**src/rtl/hdmi_pkg.sv**
```systemverilog
// Shared TMDS constants and helpers for the HDMI output path.
package hdmi_pkg;

   localparam int WORD_BITS = 10;

   localparam logic [WORD_BITS-1:0] CTRL_00    = 10'b1101010100;
   localparam logic [WORD_BITS-1:0] CTRL_01    = 10'b0010101011;
   localparam logic [WORD_BITS-1:0] CTRL_10    = 10'b0101010100;
   localparam logic [WORD_BITS-1:0] CTRL_11    = 10'b1010101011;
   localparam logic [WORD_BITS-1:0] CLOCK_WORD = 10'b0000011111;

   function automatic int bits_per_cycle(input int ddr);
      return (ddr != 0) ? 2 : 1;
   endfunction

endpackage

```
**src/rtl/tmds_lane_shift.sv**
```systemverilog
// One TMDS channel: hold buffer, shift register and registered true/complement output pair.
module tmds_lane_shift
   import hdmi_pkg::*;
#(
   parameter int             WORD      = 10,
   parameter int             B         = 2,
   parameter logic           INV       = 1'b0,
   parameter logic [WORD-1:0] IDLE_WORD = CTRL_00
) (
   input  logic            clk_shift,
   input  logic            rst_n,
   input  logic            enable,
   input  logic            load,
   input  logic            hold_full,
   input  logic            wr_hold,
   input  logic [WORD-1:0] wr_data,
   output logic [B-1:0]    out_p,
   output logic [B-1:0]    out_n
);

   logic [WORD-1:0] hold_q,  hold_d;
   logic [WORD-1:0] shift_q, shift_d;
   logic [B-1:0]    out_p_q, out_p_d;
   logic [B-1:0]    out_n_q, out_n_d;

   always_comb begin
      hold_d  = wr_hold ? wr_data : hold_q;
      shift_d = shift_q >> B;
      if (!enable) begin
         shift_d = IDLE_WORD;
      end else if (load) begin
         // No bypass: an empty hold at load time means idle, even if a word arrives this edge.
         shift_d = hold_full ? hold_q : IDLE_WORD;
      end
      out_p_d = shift_q[B-1:0] ^ {B{INV}};
      out_n_d = ~out_p_d;
   end

   always_ff @(posedge clk_shift) begin
      if (!rst_n) begin
         hold_q  <= '0;
         shift_q <= IDLE_WORD;
         out_p_q <= '0;
         out_n_q <= '1;
      end else begin
         hold_q  <= hold_d;
         shift_q <= shift_d;
         out_p_q <= out_p_d;
         out_n_q <= out_n_d;
      end
   end

   assign out_p = out_p_q;
   assign out_n = out_n_q;

endmodule

```
**src/rtl/tmds_serializer_diff.sv**
```systemverilog
// Multi-channel TMDS serializer: word-phase counter, one-word buffer handshake, idle insertion.
module tmds_serializer_diff
   import hdmi_pkg::*;
#(
   parameter int              NCH       = 4,
   parameter int              DDR       = 1,
   parameter int              WORD      = 10,
   parameter logic [NCH-1:0]  INVERT    = {NCH{1'b0}},
   parameter logic [WORD-1:0] IDLE_WORD = CTRL_00
) (
   input  logic                               clk_shift,
   input  logic                               rst_n,
   input  logic                               enable,
   input  logic [NCH*WORD-1:0]                in_data,
   input  logic                               in_valid,
   output logic                               in_ready,
   output logic [NCH*bits_per_cycle(DDR)-1:0] out_p,
   output logic [NCH*bits_per_cycle(DDR)-1:0] out_n,
   output logic                               word_start,
   output logic                               underflow,
   input  logic                               underflow_clr
);

   localparam int B  = bits_per_cycle(DDR);
   localparam int S  = WORD / B;
   localparam int CW = (S > 1) ? $clog2(S) : 1;

   if ((WORD % B) != 0) begin : g_bad_word
      $error("WORD must be a multiple of the bits shifted per cycle");
   end

   logic [CW-1:0] cnt_q, cnt_d;
   logic          hold_full_q, hold_full_d;
   logic          word_start_q, word_start_d;
   logic          underflow_q, underflow_d;
   logic          load, xfer;

   assign load     = enable && (cnt_q == CW'(S - 1));
   assign in_ready = enable && rst_n && (!hold_full_q || load);
   assign xfer     = in_valid && in_ready;

   always_comb begin
      cnt_d        = cnt_q + CW'(1);
      hold_full_d  = hold_full_q;
      word_start_d = load;
      if (!enable || load) begin
         cnt_d = '0;
      end
      if (xfer) begin
         hold_full_d = 1'b1;
      end else if (load) begin
         hold_full_d = 1'b0;
      end
      // Idle insertion beats a simultaneous clear so no underflow event is ever lost.
      underflow_d = (load && !hold_full_q) || (underflow_q && !underflow_clr);
   end

   always_ff @(posedge clk_shift) begin
      if (!rst_n) begin
         cnt_q        <= '0;
         hold_full_q  <= 1'b0;
         word_start_q <= 1'b0;
         underflow_q  <= 1'b0;
      end else begin
         cnt_q        <= cnt_d;
         hold_full_q  <= hold_full_d;
         word_start_q <= word_start_d;
         underflow_q  <= underflow_d;
      end
   end

   for (genvar c = 0; c < NCH; c++) begin : g_lane
      tmds_lane_shift #(
         .WORD      (WORD),
         .B         (B),
         .INV       (INVERT[c]),
         .IDLE_WORD (IDLE_WORD)
      ) u_lane (
         .clk_shift (clk_shift),
         .rst_n     (rst_n),
         .enable    (enable),
         .load      (load),
         .hold_full (hold_full_q),
         .wr_hold   (xfer),
         .wr_data   (in_data[c*WORD +: WORD]),
         .out_p     (out_p[c*B +: B]),
         .out_n     (out_n[c*B +: B])
      );
   end

   assign word_start = word_start_q;
   assign underflow  = underflow_q;

endmodule
```
**config.mk**
```make
export PLATFORM = sky130hd
export DESIGN_NAME = tmds_serializer_diff
export DESIGN_NICKNAME = d
export VERILOG_FILES = /design/src/rtl/hdmi_pkg.sv /design/src/rtl/tmds_lane_shift.sv /design/src/rtl/tmds_serializer_diff.sv
export SDC_FILE = /design/constraint.sdc
export NUM_CORES = 1
export LEC_CHECK = 0
export ABC_AREA = 1
export ABC_CLOCK_PERIOD_IN_PS = 1600
export CAP_MARGIN = 10
export CORE_MARGIN = 10
export CORE_UTILIZATION = 46
export CTS_CLUSTER_SIZE = 14
export DETAILED_ROUTE_END_ITERATION = 7
export PLACE_DENSITY = 0.77
export SYNTH_ARGS = -nofsm -noshare
export SYNTH_HDL_FRONTEND = slang
export SYNTH_HIERARCHICAL = 1
export SYNTH_SLANG_ARGS = --single-unit
export TNS_END_PERCENT = 20
```
**constraint.sdc**
```tcl
create_clock -name clk_shift -period 1.6 [get_ports clk_shift]
set_clock_uncertainty 0.1 [all_clocks]
set_input_delay 0.24 -clock clk_shift [delete_from_list [all_inputs] [get_ports clk_shift]]
set_output_delay 0.24 -clock clk_shift [all_outputs]
set_load 0.03 [all_outputs]
```
==> results.md, run 1 <==
- Drt drc: 0
- Critical Path Source: cnt_q[0]
- Startpoint types: flip-flop
- Max_slew headroom: 0.733
- Final Max Slew Viols: 0
- Clk Latency, worst-skew pair: 0.36 ns
- GRT Total Usage: 0.138
- Largest net degree at the start of global routing: 56
- Slack of the critical path: -0.114 ns
- WS Path Type: reg2out
- Power per cell area: 974 nW/um2
- Post-layout min period: 1.71 ns
- Drt wl/cell: 12.9 um
- Initial antenna violation count: 0
- Max stage delay on crit path: 0.33 ns
- Vias in the first global route: 2,906
- CTS sink cnt: 102
- Critical path fanouts, max: 2
- Pre-antenna DRT Iters: 4
- CTS tree: done
- WP buf/inv: 3
- Via density: 4.82
- MaxCap Viol Count: 0
- Hold_sp: rst_n
- Fin. Hold Viols: 0
- Critical path cell sequence: inv_2, ha_4, nand3_4, nand2_4, inv_4, nor2_4, buf_6
- Fin Setup TNS: -2.32 ns
- Layout cells sized above 1: 0.171
- Root Buffer: clkbuf_8
- Die Ht: 108 um
- Sequential cell area fraction in the yosys report: 0.568
- Post-Route WL: 8260 um
- Final core utilization: 0.638
- Syn Inst Count: 449
- Worst Path Required: 1.26 ns
- Total number of vias: 3,079
- Worst r2r src: cnt_q[0]
- Ant diodes: 0
- Final setup viols: 40
- Placement Rows: 32
- Synth Register Bits: 102
- Violated checks: setup timing
- I/O pin count: 64
- GR Overflow Total: 0
- Crit path max-delay family: flip-flops
- Crit end category: primary output
- Synth warnings: 6
- IO buf count: 63
- Status: finished with violations
- RSZ-0062 raised after global routing: true
- Initial Util: 0.470
- Initial DRC count: 108
- CTS Buf Count: 9
- Die Wd: 108 um
- GPL Wtd Cong: 0.763
- VDD IR max: 0.000477 V
- Slew @ Worst Pin: 0.400 ns
- Synth cell types: 17
- Clock Path Buffers: 2
- Static leakage: 2.20 nW
- Area growth, synth to finish: 35.8%
- Slowest CP cell: dfxtp_2
- Max Freq: 583 MHz
- Syn avg cell area: 8.00 um2
- Final HPWL DP: 5350 um
- # fillers: 658
- Post-Syn Nets: 496
- Die area: 11,700 um2
- Worst hold path class: in2reg
- Fin nets: 579
- Final period util: 1.07
- Core area: 7650 um2
- Antenna-violating nets left: 0
- Global-route wire length before repair: 13,200 um
- Post-Syn Area: 3590 um2
- H-tree depth: 3
- Crit path DAT: 1.37 ns
- Worst-path clk slew: 0.09 ns
## cell type report
class,count,area [um2],area share
clock inverter,3,42.5,0.00872
clock buffer,13,159,0.0326
timing repair buffer,87,881,0.180
inverter,56,250,0.0513
sequential,102,2040,0.419
tap,102,128,0.0261
multi-input combinational,275,1370,0.281
timing repair inverter,1,6.26,0.00128
## cells in the mapped netlist (all sizes together)
| library cell | n | share of area |
|---|---|---|
| buf | 16 | 0.033 |
| o21ai | 50 | 0.072 |
| dfxtp | 102 | 0.57 |
| nor3 | 1 | 0.0028 |
| nand3 | 34 | 0.049 |
| inv | 56 | 0.058 |
| nor2 | 85 | 0.091 |
| xnor2 | 1 | 0.0024 |
| nand2 | 82 | 0.088 |
| ha | 2 | 0.0070 |
| a21oi | 20 | 0.028 |
## kinds of logic after synthesis
group	after synthesis	synth area share
buffers and inverters	72	0.0919
adders and majority gates	2	0.00696
and+or+nand+nor	202	0.231
AOI/OAI and AO/OA	70	0.0996
DFF	102	0.568
xor gates and xnor gates	1	0.00244
## sequential cells by signal, summed over array words and instances, names as in the netlist
signal	flops
cnt_q	3
underflow	1
hold_full_q	1
word_start	1
g_lane.u_lane/out_p	8
g_lane.u_lane/shift_q	40
g_lane.u_lane/hold_q	40
g_lane.u_lane/out_n	8
## layout by cell type, fill, tap and decap left out, types with 2 or more instances in the layout
cell type / instances
inv_1: 48
inv_8: 2
dfxtp_2: 2
o21ai_2: 10
buf_6: 6
a21oi_1: 20
o21ai_0: 31
nor2_4: 7
clkbuf_1: 2
dlygate4sd2_1: 18
dfxtp_1: 100
clkinvlp_4: 2
nor2_1: 61
inv_4: 3
nand2_1: 78
buf_4: 13
nand3_1: 33
inv_2: 2
clkdlybuf4s50_1: 42
buf_12: 6
nor2_2: 17
o21ai_1: 9
nand2_2: 3
clkbuf_8: 11
## metrics by stage
stage	cell area [um2]	total power, W	setup slack, ns	cells	hold slack [ns]
final	4880	0.00476	-0.114	639	0.257
after detailed placement	4420	0.00311	-0.350	615	0.272
after global routing	4880	0.00494	-0.179	639	0.248
after floorplan	3600	0.00291	0.0644	449	0.226
after global placement	4420	0.00310	-0.301	615	0.265
after CTS	4780	0.00475	-0.141	638	0.237
## timing repair
item                                    in CTS  in global routing
hold endpoints to repair                     0                  0
resized for setup                           67                 33
hold buffers                                 0                  0
cloned                                       4                  0
pin swaps                                   10                 14
endpoints found under the setup margin      90                 61
buffers inserted                             3                  2
## worst paths after layout
path | end | slack [ns] | cells past startpoint
hold reg to reg | g_lane[2].u_lane/out_n[1] | 0.29 | 1
setup / recovery | in_ready | -0.11 | 7
hold / removal | word_start | 0.26 | 4
setup reg to reg | g_lane[1].u_lane/hold_q[2] | -0.09 | 10
## power breakdown
part           switching [W]  internal, W  leakage (nW)  total (W)
Sequential         0.0000416      0.00263         0.835    0.00267
Clock               0.000823     0.000808        0.0996    0.00163
Combinational       0.000231     0.000222          1.26   0.000453
Total                0.00110      0.00366          2.20    0.00476
## per-layer routing
layer	track usage	routed length, um	share of wire	up-vias
li1	-	-	-	1561
met1	0.157	3600	0.44	1422
met2	0.234	4030	0.49	86
met3	0.0482	513	0.062	10
met4	0.0546	114	0.014	0
met5	0	0	0	-
## worst reg2reg max path, stage by stage, from the launching register on
cell and delay [ns]:
dfxtp_2 0.33, inv_2 0.07, ha_4 0.15, nand3_4 0.08
nand2_4 0.09, inv_4 0.05, nor3_4 0.22, buf_6 0.22
buf_12 0.14, o21ai_0 0.09, nor2_1 0.10
No activity file was read; power rests on OpenSTA's default activity.
==> inputs of run 2 (changes only) <==
CAP_MARGIN = 0   (was 10)
CORE_UTILIZATION = 31   (was 46)
PLACE_DENSITY = 0.57   (was 0.77)
SETUP_SLACK_MARGIN = 0.3   (was default)
==> results.md, run 2 (same netlist as run 1, synthesis figures left out) <==
- Status: finished with violations
- Violated checks: setup timing
- Critical Path Source: cnt_q[0]
- Total number of vias: 3,112
- Crit end category: flip-flop
- Max_slew headroom: 0.735
- Largest net degree at the start of global routing: 38
- Reg-to-reg slack, setup: -0.20 ns
- Crit path DAT: 1.94 ns
- IO buf count: 63
- Drt wl/cell: 12.6 um
- MaxCap Viol Count: 0
- Worst-path clk slew: 0.07 ns
- Fin. Hold Viols: 0
- GRT Total Usage: 0.109
- CTS tree: done
- VDD IR max: 0.000555 V
- GPL Wtd Cong: 0.786
- Critical path fanouts, max: 10
- CTS Buf Count: 9
- Layout cells sized above 1: 0.213
- Ant diodes: 0
- Worst Path Required: 1.73 ns
- Global-route wire length before repair: 14,600 um
- Placement Rows: 39
- Most common cell after layout, fill and taps aside: dfxtp_1
- Core area: 11,400 um2
- GR Overflow Total: 0
- Worst R2R Path Depth: 12
- CTS sink cnt: 102
- Static leakage: 2.26 nW
- Antenna-violating nets left: 0
- Die area: 16,300 um2
- RSZ-0062 raised after global routing: true
- WS Path Type: reg2reg
- Power per cell area: 1110 nW/um2
- Initial Util: 0.316
- Post-place instance area: 4500 um2
- Die Wd: 128 um
- Hold_sp: g_lane[0].u_lane/shift_q[0]
- Area growth, synth to finish: 40.9%
- Fin nets: 587
- Post-Route WL: 8700 um
- Die Ht: 128 um
- Drt drc: 0
- Top flop regs: g_lane.u_lane/hold_q: 40 flops, g_lane.u_lane/shift_q: 40 flops
- Final HPWL DP: 5900 um
- Post-layout min period: 1.80 ns
- Most frequent cells in the layout: 100 x dfxtp_1, 78 x nand2_1, 62 x nor2_1, 45 x inv_1, 43 x clkdlybuf4s50_1
- R2R Path End: g_lane[2].u_lane/hold_q[9]
- Clock Path Buffers: 2
- Worst hold path class: reg2reg
- Initial antenna violation count: 0
- H-tree depth: 3
- Design area: 5060 um2
- Min-Delay Path Depth: 1
- Initial DRC count: 247
- Via density: 4.52
- Final period util: 1.13
- Pre-antenna DRT Iters: 4
- Root Buffer: clkbuf_16
- Fin Setup TNS: -8.24 ns
- Startpoint types: flip-flop
- I/O pin count: 64
- Hold EP: g_lane[0].u_lane/out_n[0]
- Post-CTS Hold Fix Bufs: 0
- Slew @ Worst Pin: 0.398 ns
- Max Freq: 554 MHz
- Vias in the first global route: 3,146
- Final core utilization: 0.445
- Final setup viols: 73
- Worst r2r src: cnt_q[0]
- Final Max Slew Viols: 0
- Slack of the critical path: -0.204 ns
- Clk Latency, worst-skew pair: 0.34 ns
run 2: cell types whose count changed in the layout (fill, tap and decap cells not counted), moves of 8 or more:
cell | previous run | this run
dlygate4sd2_1 | 18 | 0
buf_2 | 1 | 18
buf_4 | 13 | 21
clkbuf_16 | 0 | 10
o21ai_1 | 9 | 17
clkbuf_8 | 11 | 1
run 2: critical path, cell delays in order (launching register included):
cell,delay [ns]
dfxtp_2,0.32
inv_2,0.06
ha_4,0.15
nand3_4,0.08
nand2_4,0.08
inv_4,0.04
buf_6,0.11
nor3_4,0.23
buf_12,0.17
buf_8,0.13
inv_6,0.07
nor2_2,0.10
nor2_1,0.05
run 2: per-stage QoR:
step           hold WS (ns)  worst slack, ns  total power, W  cells
6_report              0.286           -0.204         0.00561    688
3_3_place_gp          0.267           -0.290         0.00312    660
5_1_grt               0.298           -0.296         0.00585    688
4_1_cts               0.285           -0.193         0.00564    680
2_1_floorplan         0.226           0.0892         0.00291    449
3_5_place_dp          0.275           -0.351         0.00313    660
run 2: repair_timing:
action	in CTS	in global routing
setup endpoints to repair	99	94
gates cloned	0	1
pin swaps	26	28
gates resized for setup	95	61
hold endpoints to repair	0	0
buffers inserted	4	7
run 2: worst max path at each step:
stage | end | slack [ns] | cells past startpoint
6_report | g_lane[2].u_lane/hold_q[9] | -0.20 | 12
5_1_grt | g_lane[2].u_lane/hold_q[9] | -0.30 | 12
4_1_cts | in_ready | -0.19 | 8
3_5_place_dp | g_lane[3].u_lane/hold_q[1] | -0.35 | 9
3_3_place_gp | g_lane[1].u_lane/hold_q[1] | -0.29 | 9
2_1_floorplan | g_lane[1].u_lane/hold_q[0] | 0.09 | 9
run 2: per-layer routing:
layer	wire, um	global-route usage	vias to the layer above
met5	0	0	-
met4	184	0.0530	0
met3	584	0.0356	13
met2	4080	0.175	71
met1	3850	0.129	1440
li1	-	-	1588
run 2: power by group:
| group | switching (W) | internal [W] |
|---|---|---|
| logic | 0.000228 | 0.000227 |
| registers | 0.0000399 | 0.00263 |
| clock network | 0.000912 | 0.00157 |
run 2: final cells by class:
type | instances | area, um2
fillers | 1166 | 6300
well taps | 143 | 179
inverters | 56 | 241
clock buffers | 11 | 243
repair buffers | 96 | 897
flip-flops and latches | 102 | 2040
clock inverters | 5 | 106
multi-input cells | 275 | 1350
==> inputs of run 3 (changes only) <==
CORE_MARGIN = 2   (was 10)
PLACE_DENSITY = 0.66   (was 0.57)
==> results.md, run 3 (same netlist as run 1, synthesis figures left out) <==
- Clk Latency, worst-skew pair: 0.34 ns
- R2R Path End: g_lane[1].u_lane/hold_q[2]
- Most frequent cells in the layout: 100 x dfxtp_1, 78 x nand2_1, 69 x nor2_1, 45 x inv_1, 43 x clkdlybuf4s50_1
- GR Overflow Total: 0
- I/O pin count: 64
- Crit path DAT: 1.96 ns
- Max_slew headroom: 0.739
- Global-route wire length before repair: 12,900 um
- Area growth, synth to finish: 41.1%
- Combinational share of power: 0.088
- Core area: 11,400 um2
- Clock Path Buffers: 2
- Fin Setup TNS: -5.46 ns
- Final period util: 1.11
- Sequential Power Share: 0.501
- Total number of vias: 3,032
- Initial Util: 0.316
- Largest net degree at the start of global routing: 38
- GRT Total Usage: 0.127
- Worst R2R Path Depth: 12
- Layout cells sized above 1: 0.213
- Dpl ws: -0.359 ns
- CTS tree: done
- Worst Path Required: 1.78 ns
- CTS Buf Count: 9
- Top flop regs: g_lane.u_lane/hold_q: 40 flops, g_lane.u_lane/shift_q: 40 flops
- RSZ-0062 raised after global routing: true
- Hold EP: g_lane[3].u_lane/out_n[0]
- Final setup viols: 41
- H-tree depth: 3
- Most common cell after layout, fill and taps aside: dfxtp_1
- Die area: 12,500 um2
- Worst-path clk slew: 0.06 ns
- Power per cell area: 1050 nW/um2
- Drt drc: 0
- Ant diodes: 0
- Fin. Hold Viols: 0
- Final HPWL DP: 5250 um
- Min Hold Slack: 0.285 ns
- IO buf count: 63
- Worst hold path class: reg2reg
- Status: finished with violations
- Final Max Slew Viols: 0
- Clock power share: 0.412
- Initial DRC count: 65
- Post-Route WL: 8180 um
- GPL Wtd Cong: 0.772
- Crit end category: flip-flop
- Slack of the critical path: -0.182 ns
- Vias in the first global route: 2,857
- Die Wd: 112 um
- Antenna-violating nets left: 0
- CTS sink cnt: 102
- Slew @ Worst Pin: 0.392 ns
- Die Ht: 112 um
- Placement Rows: 39
- MaxCap Viol Count: 0
- Pre-antenna DRT Iters: 4
- Min-Delay Path Depth: 1
- Sw Share: 0.219
- Initial antenna violation count: 0
- Pint: 0.00417 W
- Max Freq: 561 MHz
- Via density: 4.41
- Design area: 5070 um2
- VDD IR max: 0.000463 V
- Reg-to-reg slack, setup: -0.18 ns
- Root Buffer: clkbuf_16
- Post-place instance area: 4500 um2
- Drt wl/cell: 11.9 um
- Static leakage: 2.24 nW
- Post-layout min period: 1.78 ns
- Worst r2r src: cnt_q[0]
- Fin nets: 586
- Hold_sp: g_lane[3].u_lane/shift_q[0]
- P_sw: 0.00117 W
- Startpoint types: flip-flop
- Critical path fanouts, max: 7
- Critical Path Source: cnt_q[0]
- Violated checks: setup timing
- WS Path Type: reg2reg
-- run 3: cell count changes in the layout (fill, tap and decap cells not counted), sizes merged --
cell,before,now
clkdlybuf4s15,1,4
inv,53,52
buf,51,44
clkinvlp,4,5
clkdlybuf4s18,0,2
bufinv,3,1
clkbuf,12,15
-- run 3: worst max path at each step --
stage / end / slack (ns) / cells past startpoint
after floorplan: g_lane[1].u_lane/hold_q[0] / 0.09 / 9
after global placement: g_lane[1].u_lane/hold_q[0] / -0.33 / 9
after detailed placement: g_lane[1].u_lane/hold_q[0] / -0.36 / 9
after CTS: in_ready / -0.17 / 8
after global routing: g_lane[1].u_lane/hold_q[2] / -0.29 / 12
final: g_lane[1].u_lane/hold_q[2] / -0.18 / 12
-- run 3: power by group through the flow --
stage	registers (W)	clock network, W	logic, W
finish	0.00267	0.00220	0.000469
floorplan	0.00273	0	0.000177
global placement	0.00273	0	0.000389
detailed placement	0.00273	0	0.000396
global route	0.00268	0.00237	0.000516
CTS	0.00267	0.00226	0.000415
-- run 3: layout make-up --
class	count	area, um2
clock inverter	3	42.5
timing repair buffer	95	958
multi-input combinational	275	1350
tap	143	179
fill	1142	6300
clock buffer	13	260
sequential	102	2040
inverter	56	240
-- run 3: routing by layer --
layer / GRT usage / vias up / share of wire / wire [um]
met1: 0.161 / 1391 / 0.46 / 3800
met3: 0.0359 / 9 / 0.042 / 345
met2: 0.210 / 53 / 0.48 / 3920
met5: 0 / - / 0 / 0
met4: 0.0444 / 0 / 0.014 / 112
li1: - / 1579 / - / -
-- run 3: per-stage QoR --
step                std cells  total power, W  utilization
floorplan                 449         0.00291            -
global placement          660         0.00311        0.396
detailed placement        660         0.00312        0.396
CTS                       680         0.00534        0.431
global route              687         0.00557        0.446
finish                    687         0.00534        0.446
-- run 3: critical path: stages (launching register included) --
cell and delay [ns]:
dfxtp_2 0.32, inv_2 0.06, ha_4 0.14, nand3_4 0.07, nand2_2 0.08, inv_2 0.05, buf_6 0.11, nor3_4 0.19
buf_12 0.14, buf_8 0.10, clkbuf_16 0.14, o21ai_0 0.10, nor2_1 0.11
-- run 3: timing repair --
action / 4_1_cts / 5_1_grt
cloned: 0 / 3
resized for setup: 81 / 71
setup buffers: 4 / 4
pin swaps: 3 / 29
hold buffers: 0 / 0
endpoints found under the setup margin: 92 / 92
